--- src/rtl/sa_fifo_ctrl_20x4_pkg.sv ---
// Shared sizes, types and pointer arithmetic for the 20x4 FIFO controller.
package sa_fifo_ctrl_20x4_pkg;

  localparam int DEPTH      = 20;
  localparam int AW         = 5;
  localparam int DW         = 4;
  localparam int SKID_DEPTH = 4;
  localparam int CW         = $clog2(DEPTH + 1);
  localparam int SKID_AW    = $clog2(SKID_DEPTH);
  localparam int SKID_CW    = $clog2(SKID_DEPTH + 1);

  typedef logic [AW-1:0] addr_t;
  typedef logic [DW-1:0] data_t;

  // RAM pointers wrap at DEPTH, which is not a power of two.
  function automatic addr_t ptr_inc(input addr_t p);
    return (p == addr_t'(DEPTH - 1)) ? '0 : p + addr_t'(1);
  endfunction

endpackage

--- src/rtl/sa_fifo_ctrl_20x4_if.sv ---
// Producer/consumer valid-ready handshake bundle for the FIFO controller.
interface sa_fifo_ctrl_20x4_if;
  import sa_fifo_ctrl_20x4_pkg::*;

  logic  wr_pvld;
  logic  wr_prdy;
  data_t wr_pd;
  logic  rd_pvld;
  logic  rd_prdy;
  data_t rd_pd;

  modport master (
    output wr_pvld, wr_pd, rd_prdy,
    input  wr_prdy, rd_pvld, rd_pd
  );

  modport slave (
    input  wr_pvld, wr_pd, rd_prdy,
    output wr_prdy, rd_pvld, rd_pd
  );

endinterface

--- src/rtl/sa_fifo_ctrl_20x4_skid.sv ---
// Small circular buffer that absorbs words returning from the RAM read pipeline.
module sa_fifo_ctrl_skid
  import sa_fifo_ctrl_20x4_pkg::*;
(
  input  logic               clk,
  input  logic               rst,
  input  logic               push,
  input  data_t              din,
  input  logic               pop,
  output data_t              dout,
  output logic [SKID_CW-1:0] cnt
);

  data_t              buf_reg [SKID_DEPTH];
  logic [SKID_AW-1:0] wr_idx_reg;
  logic [SKID_AW-1:0] rd_idx_reg;
  logic [SKID_CW-1:0] cnt_reg;

  function automatic logic [SKID_AW-1:0] idx_inc(input logic [SKID_AW-1:0] i);
    return (i == SKID_AW'(SKID_DEPTH - 1)) ? '0 : i + SKID_AW'(1);
  endfunction

  always_ff @(posedge clk) begin
    if (push) begin
      buf_reg[wr_idx_reg] <= din;
    end
  end

  always_ff @(posedge clk) begin
    if (rst) begin
      wr_idx_reg <= '0;
      rd_idx_reg <= '0;
      cnt_reg    <= '0;
    end else begin
      if (push) wr_idx_reg <= idx_inc(wr_idx_reg);
      if (pop)  rd_idx_reg <= idx_inc(rd_idx_reg);
      case ({push, pop})
        2'b10:   cnt_reg <= cnt_reg + SKID_CW'(1);
        2'b01:   cnt_reg <= cnt_reg - SKID_CW'(1);
        default: cnt_reg <= cnt_reg;
      endcase
    end
  end

  assign dout = buf_reg[rd_idx_reg];
  assign cnt  = cnt_reg;

endmodule

--- src/rtl/sa_fifo_ctrl_20x4.sv ---
// FIFO controller driving an external 20x4 RAM with a two-cycle registered read,
// hiding the read latency behind a credit-controlled skid buffer.
module sa_fifo_ctrl_20x4
  import sa_fifo_ctrl_20x4_pkg::*;
(
  input  logic                 clk,
  input  logic                 rst,
  sa_fifo_ctrl_20x4_if.slave   fifo,
  output addr_t                ram_wa,
  output logic                 ram_we,
  output data_t                ram_di,
  output addr_t                ram_ra,
  output logic                 ram_re,
  output logic                 ram_ore,
  output logic                 ram_byp_sel,
  output data_t                ram_dbyp,
  input  data_t                ram_dout
);

  addr_t              wr_ptr_reg;
  addr_t              rd_ptr_reg;
  logic [CW-1:0]      count_reg;
  logic [CW-1:0]      count_next;
  logic               p1_vld_reg;
  logic               p2_vld_reg;
  logic [SKID_CW-1:0] skid_cnt;
  logic [SKID_CW-1:0] inflight;
  logic               wr_acc;
  logic               iss;
  logic               push;
  logic               pop;

  assign fifo.wr_prdy = ~rst & (count_reg < CW'(DEPTH));
  assign wr_acc       = fifo.wr_pvld & fifo.wr_prdy;

  // Every issued read owns a skid slot until popped, so the skid cannot overflow.
  assign inflight = SKID_CW'(p1_vld_reg) + SKID_CW'(p2_vld_reg) + skid_cnt;
  assign iss      = ~rst & (count_reg != '0) & (inflight < SKID_CW'(SKID_DEPTH));

  assign push         = p2_vld_reg & ~rst;
  assign fifo.rd_pvld = ~rst & (skid_cnt != '0);
  assign pop          = fifo.rd_pvld & fifo.rd_prdy;

  assign ram_we      = wr_acc;
  assign ram_wa      = wr_ptr_reg;
  assign ram_di      = fifo.wr_pd;
  assign ram_re      = iss;
  assign ram_ra      = rd_ptr_reg;
  assign ram_ore     = p1_vld_reg & ~rst;
  assign ram_byp_sel = 1'b0;
  assign ram_dbyp    = '0;

  always_comb begin
    count_next = count_reg;
    case ({wr_acc, iss})
      2'b10:   count_next = count_reg + CW'(1);
      2'b01:   count_next = count_reg - CW'(1);
      default: count_next = count_reg;
    endcase
  end

  always_ff @(posedge clk) begin
    if (rst) begin
      wr_ptr_reg <= '0;
      rd_ptr_reg <= '0;
      count_reg  <= '0;
      p1_vld_reg <= 1'b0;
      p2_vld_reg <= 1'b0;
    end else begin
      if (wr_acc) wr_ptr_reg <= ptr_inc(wr_ptr_reg);
      if (iss)    rd_ptr_reg <= ptr_inc(rd_ptr_reg);
      count_reg  <= count_next;
      p1_vld_reg <= iss;
      p2_vld_reg <= p1_vld_reg;
    end
  end

  sa_fifo_ctrl_skid u_skid (
    .clk  (clk),
    .rst  (rst),
    .push (push),
    .din  (ram_dout),
    .pop  (pop),
    .dout (fifo.rd_pd),
    .cnt  (skid_cnt)
  );

endmodule
--- src/flat_wrapper.sv ---
// flat-port wrapper written by rule: the top's interface ports become plain ports
module sa_fifo_ctrl_20x4_flat import sa_fifo_ctrl_20x4_pkg::*;
  (clk, rst, ram_wa, ram_we, ram_di, ram_ra, ram_re, ram_ore, ram_byp_sel, ram_dbyp, ram_dout, fifo_wr_pvld, fifo_wr_pd, fifo_rd_prdy, fifo_wr_prdy, fifo_rd_pvld, fifo_rd_pd);
  sa_fifo_ctrl_20x4_if fifo_i ();
  input  logic clk;
  input  logic rst;
  output addr_t ram_wa;
  output logic ram_we;
  output data_t ram_di;
  output addr_t ram_ra;
  output logic ram_re;
  output logic ram_ore;
  output logic ram_byp_sel;
  output data_t ram_dbyp;
  input  data_t ram_dout;
  input wire logic [$bits(fifo_i.wr_pvld)-1:0] fifo_wr_pvld;
  input wire logic [$bits(fifo_i.wr_pd)-1:0] fifo_wr_pd;
  input wire logic [$bits(fifo_i.rd_prdy)-1:0] fifo_rd_prdy;
  output wire logic [$bits(fifo_i.wr_prdy)-1:0] fifo_wr_prdy;
  output wire logic [$bits(fifo_i.rd_pvld)-1:0] fifo_rd_pvld;
  output wire logic [$bits(fifo_i.rd_pd)-1:0] fifo_rd_pd;
  assign fifo_i.wr_pvld = fifo_wr_pvld;
  assign fifo_i.wr_pd = fifo_wr_pd;
  assign fifo_i.rd_prdy = fifo_rd_prdy;
  assign fifo_wr_prdy = fifo_i.wr_prdy;
  assign fifo_rd_pvld = fifo_i.rd_pvld;
  assign fifo_rd_pd = fifo_i.rd_pd;
  sa_fifo_ctrl_20x4 u_core (.clk(clk), .rst(rst), .fifo(fifo_i), .ram_wa(ram_wa), .ram_we(ram_we), .ram_di(ram_di), .ram_ra(ram_ra), .ram_re(ram_re), .ram_ore(ram_ore), .ram_byp_sel(ram_byp_sel), .ram_dbyp(ram_dbyp), .ram_dout(ram_dout));
endmodule
--- config.mk ---
export PLATFORM = sky130hd
export DESIGN_NAME = sa_fifo_ctrl_20x4_flat
export DESIGN_NICKNAME = d
export VERILOG_FILES = /design/src/rtl/sa_fifo_ctrl_20x4_pkg.sv /design/src/rtl/sa_fifo_ctrl_20x4_if.sv /design/src/rtl/sa_fifo_ctrl_20x4_skid.sv /design/src/rtl/sa_fifo_ctrl_20x4.sv /design/src/flat_wrapper.sv
export SDC_FILE = /design/constraint.sdc
export NUM_CORES = 1
export LEC_CHECK = 0
export BUFFER_PORTS_ARGS = -buffer_cell sky130_fd_sc_hd__buf_2
export CAP_MARGIN = 20
export CORE_MARGIN = 2
export CORE_UTILIZATION = 49
export DETAILED_ROUTE_END_ITERATION = 12
export GPL_ROUTABILITY_DRIVEN = 0
export PLACE_DENSITY = 0.8
export SETUP_SLACK_MARGIN = 0.15
export SLEW_MARGIN = 10
export SYNTH_ARGS = -nofsm -noshare
export SYNTH_HDL_FRONTEND = slang
export SYNTH_HIERARCHICAL = 1
export SYNTH_SLANG_ARGS = --single-unit
export TNS_END_PERCENT = 20
--- constraint.sdc ---
create_clock -name clk -period 3.25 [get_ports clk]
set_input_delay 0.975 -clock clk [delete_from_list [all_inputs] [get_ports clk]]
set_output_delay 0.975 -clock clk [all_outputs]
set_load 0.1 [all_outputs]
==> results by stage <==
Synth:
- The portion of the post-synthesis area used by sequential elements is 0.483.
- The count of state elements after synthesis is 42.
- The fraction of post-synthesis cell area in the top cell type by area is 0.251.
- The number of synthesis warnings is 6.
- In this run the cell area of the synthesized design comes to 2070 sq um.
- The synthesized design spends more area on one cell type than any other, namely sky130_fd_sc_hd__dfxtp_1.
- The count of distinct cell types in the synthesized netlist is 40.
- By area the synthesized netlist is led by sky130_fd_sc_hd__dfxtp_1 25%, sky130_fd_sc_hd__edfxtp_1 23%, sky130_fd_sc_hd__ha_1 7.9%.
- In this run the mean area of a mapped cell was 11.2 sq um.
- After technology mapping, the gate count stands at 185.

STA:
- The final worst clock skew is 0.00480 ns.
- The relative slew slack is 0.643.
- Setup repair after global routing could not meet its margin everywhere.
- The total of endpoints with negative setup slack in the final report is 0.
- The actual slew at the worst max-slew pin is 0.533 ns.
- In the finished design, the share of the clock period the worst path needs comes to 0.920.
- The number of pins exceeding their max-slew limit in the final report is 0.
- The final worst-path setup slack is 0.259 ns.
- The final critical path time including I/O delays and setup is 2.99 ns.
- Derived from the worst setup path, the maximum achievable clock frequency is 334 MHz.
- The count of final hold-check violations was 0.

Min path:
- The worst min-delay path class is register to register.

Critical path:
- The cell with the largest stage delay on the worst path is sky130_fd_sc_hd__dfxtp_2.
- Traced cell by cell, the critical path runs through ha_1 > a21o_1 > a21o_1 > a21oi_4 > nor2b_4 > clkbuf_4.
- The cell that appears most often on the critical path is sky130_fd_sc_hd__a21o_1.
- The critical path required time is 2.27 ns.
- Of all nets on the critical path, the largest fanout is 4.
- The maximum single-stage delay on the critical path is 0.36 ns.
- The family with the most delay on the worst path is compound AO/OA/AOI/OAI gates.
- The sum of buffers and inverters on the critical path is 1.
- For the worst setup path, the data arrival time is 2.02 ns.
- The worst setup path is captured at an output pin.
- STA classifies the critical path startpoint as a register.
- The type of the setup path with the least slack is register to output pin.

Global routing:
- The number of antenna violations at the first check in global routing came to 0.
- The total overflow left after global routing is 0.
- Across every metal layer, demand over resource in global routing totals 0.159.
- The first global-routing pass estimated 5970 microns of wire.
- Entering global routing, the biggest net connects 23 pins.
- The number of global-route vias before repair came to 1378.

Clock tree:
- The clock tree from TritonCTS is built.
- The root buffer cell is sky130_fd_sc_hd__clkbuf_8.
- The tree built by TritonCTS fans out to 42 sinks.
- Once the clock tree was built, the setup fixing pass inserted 0 buffers.
- The clock-pin transition on the worst setup and hold timing paths is 0.08 ns.
- The clock latency reported for the late side of the worst-skew pair is 0.29 ns.
- TritonCTS created 5 clock buffers.
- CTS built an H-tree with a depth of 2.
- The clock passes through at most 2 buffers.

Routing:
- In this run the remaining antenna-violating nets after routing total 0.
- The routed wire length is 3450 microns.
- The violation count after the first detailed-route iteration is 82.
- The first detailed-routing pass took 4 iterations.
- The overall via count from detail_route is 1361.
- After detailed routing, the average wire length per cell comes to 13.0 microns.
- For this run, design rule violations remaining after detail routing come to 0.
- After detailed routing, the number of vias per cell comes to 5.14.

Floorplan:
- The die extent in y is 69.0 microns.
- The die is 69.0 microns wide.
- After floorplanning, the core was sized to cover 4030 sq um.
- The die covers 4760 sq um.
- The number of placed I/O pins is 40.
- The initialized floorplan defines 23 standard-cell rows.
- The initial core utilization is 0.514.

Place:
- The worst-case setup slack after placement is 0.187 ns.
- The HPWL after detailed placement is 2610 microns.
- The count of input and output buffers is 26.

Final layout:
- The number of inserted diodes is 0.
- The signed area change from the synthesized netlist to the final layout is 17.1%.
- The net count of the finished layout is 241.
- In the layout the commonest cells are 25 x sky130_fd_sc_hd__dfxtp_1, 24 x sky130_fd_sc_hd__buf_2, 18 x sky130_fd_sc_hd__nor2_1.
- The number of flip-flops in the largest register is 16.
- The most common cell after layout, fill and taps aside is sky130_fd_sc_hd__dfxtp_1.
- Of the cells placed in the final design, the portion with a size suffix greater than 1 is 0.251.

Power and ir drop:
- The peak supply drop is 0.458 mV.
- Power spread over the standard cell area amounts to 766 nW/um^2.
- The overall power after layout is 1.86 mW.
- The static power due to leakage is 1.04 nW.

Run:
- Max-cap violations in this run came to 0.

Run status:
- The run finished with clean final reports.
[report_power, final]
part / total, mW / switching [mW] / internal, mW
Sequential: 0.648 / 0.0514 / 0.597
Combinational: 0.725 / 0.458 / 0.267
Clock: 0.487 / 0.179 / 0.308
Total: 1.86 / 0.689 / 1.17
[through the flow]
| stage | utilization | TNS, ns | cell area, sq um | std cells | hold WS [ns] |
|---|---|---|---|---|---|
| finish | 0.602 | 0 | 2430 | 265 | 0.501 |
| detailed placement | 0.566 | 0 | 2280 | 257 | 0.482 |
| global placement | 0.566 | 0 | 2280 | 257 | 0.478 |
| floorplan | - | -0.188 | 2120 | 189 | 0.458 |
| CTS | 0.601 | 0 | 2420 | 265 | 0.502 |
| global route | 0.602 | 0 | 2430 | 265 | 0.538 |
[cell type report]
class	count	area, sq um
fill	347	1600
sequential	42	1000
multi-input combinational	124	1000
timing repair buffer	30	178
clock buffer	5	68.8
clock inverter	3	68.8
tap	50	62.6
inverter	11	46.3
[final timing paths]
kind / startpoint / to / slack, ns / depth (start not counted)
worst max register to register: u_core/u_skid/cnt[0] / u_core/count_reg[4] / 0.29 / 13
worst max-delay path: u_core/u_skid/cnt[0] / ram_re / 0.26 / 6
worst min register to register: u_core/p1_vld_reg / u_core/p2_vld_reg / 0.50 / 1
worst min-delay path: u_core/p1_vld_reg / u_core/p2_vld_reg / 0.50 / 1
[routing by layer]
| metal | vias to the layer above | global-route usage | wire [microns] |
|---|---|---|---|
| li1 | 687 | - | - |
| met1 | 644 | 0.172 | 1520 |
| met2 | 24 | 0.276 | 1720 |
| met3 | 6 | 0.0629 | 144 |
| met4 | 0 | 0.0675 | 66 |
| met5 | - | 0 | 0 |
[worst reg2reg max path: stages (launching register included)]
cell	delay (ns)
sky130_fd_sc_hd__dfxtp_2	0.36
sky130_fd_sc_hd__ha_1	0.28
sky130_fd_sc_hd__a21o_1	0.19
sky130_fd_sc_hd__a21o_1	0.21
sky130_fd_sc_hd__a21oi_4	0.13
sky130_fd_sc_hd__nor2b_4	0.20
sky130_fd_sc_hd__ha_4	0.17
sky130_fd_sc_hd__inv_1	0.07
sky130_fd_sc_hd__fa_2	0.34
sky130_fd_sc_hd__nor2b_2	0.13
sky130_fd_sc_hd__o21ai_1	0.08
sky130_fd_sc_hd__nand3_1	0.08
sky130_fd_sc_hd__or3b_1	0.35
sky130_fd_sc_hd__mux2_2	0.28
[cells in the mapped netlist (all sizes together)]
cell type and count:
a211oi 1, nor3b 3, xnor2 3, edfxtp 16
xor2 3, mux2 1, and2 5, a31oi 2
or3b 1, nor2b 10, o21ai 4, nor4 1
dfxtp 26, buf 11, a21o 4, inv 11
or3 2, clkbuf 1, nand4 2, mux4 4
and2b 1, mux2i 8, nor3 2, nand3 2
or2 2, ha 13, fa 2, nor4b 1
a21oi 13, nor2 19, nand2b 4, conb 1
nand2 6
[logic make-up (layout without fill, tap and decap cells)]
kind of cell | Yosys count | count (layout) | share of synthesized area
xor+xnor | 6 | 6 | 0.0254
fa+ha+maj | 15 | 15 | 0.0978
simple gates | 61 | 61 | 0.165
flops | 42 | 42 | 0.483
mux | 13 | 13 | 0.0948
compound gates | 24 | 24 | 0.0707
other cells | 1 | 5 | 0.00181
buf+inv | 23 | 49 | 0.0610
[timing repair]
item,CTS,global route
endpoints found under the hold margin,0,0
resized for setup,0,3
hold buffers,0,0
setup endpoints to repair,0,2
Note: power is estimated with default switching activity, not from simulation.
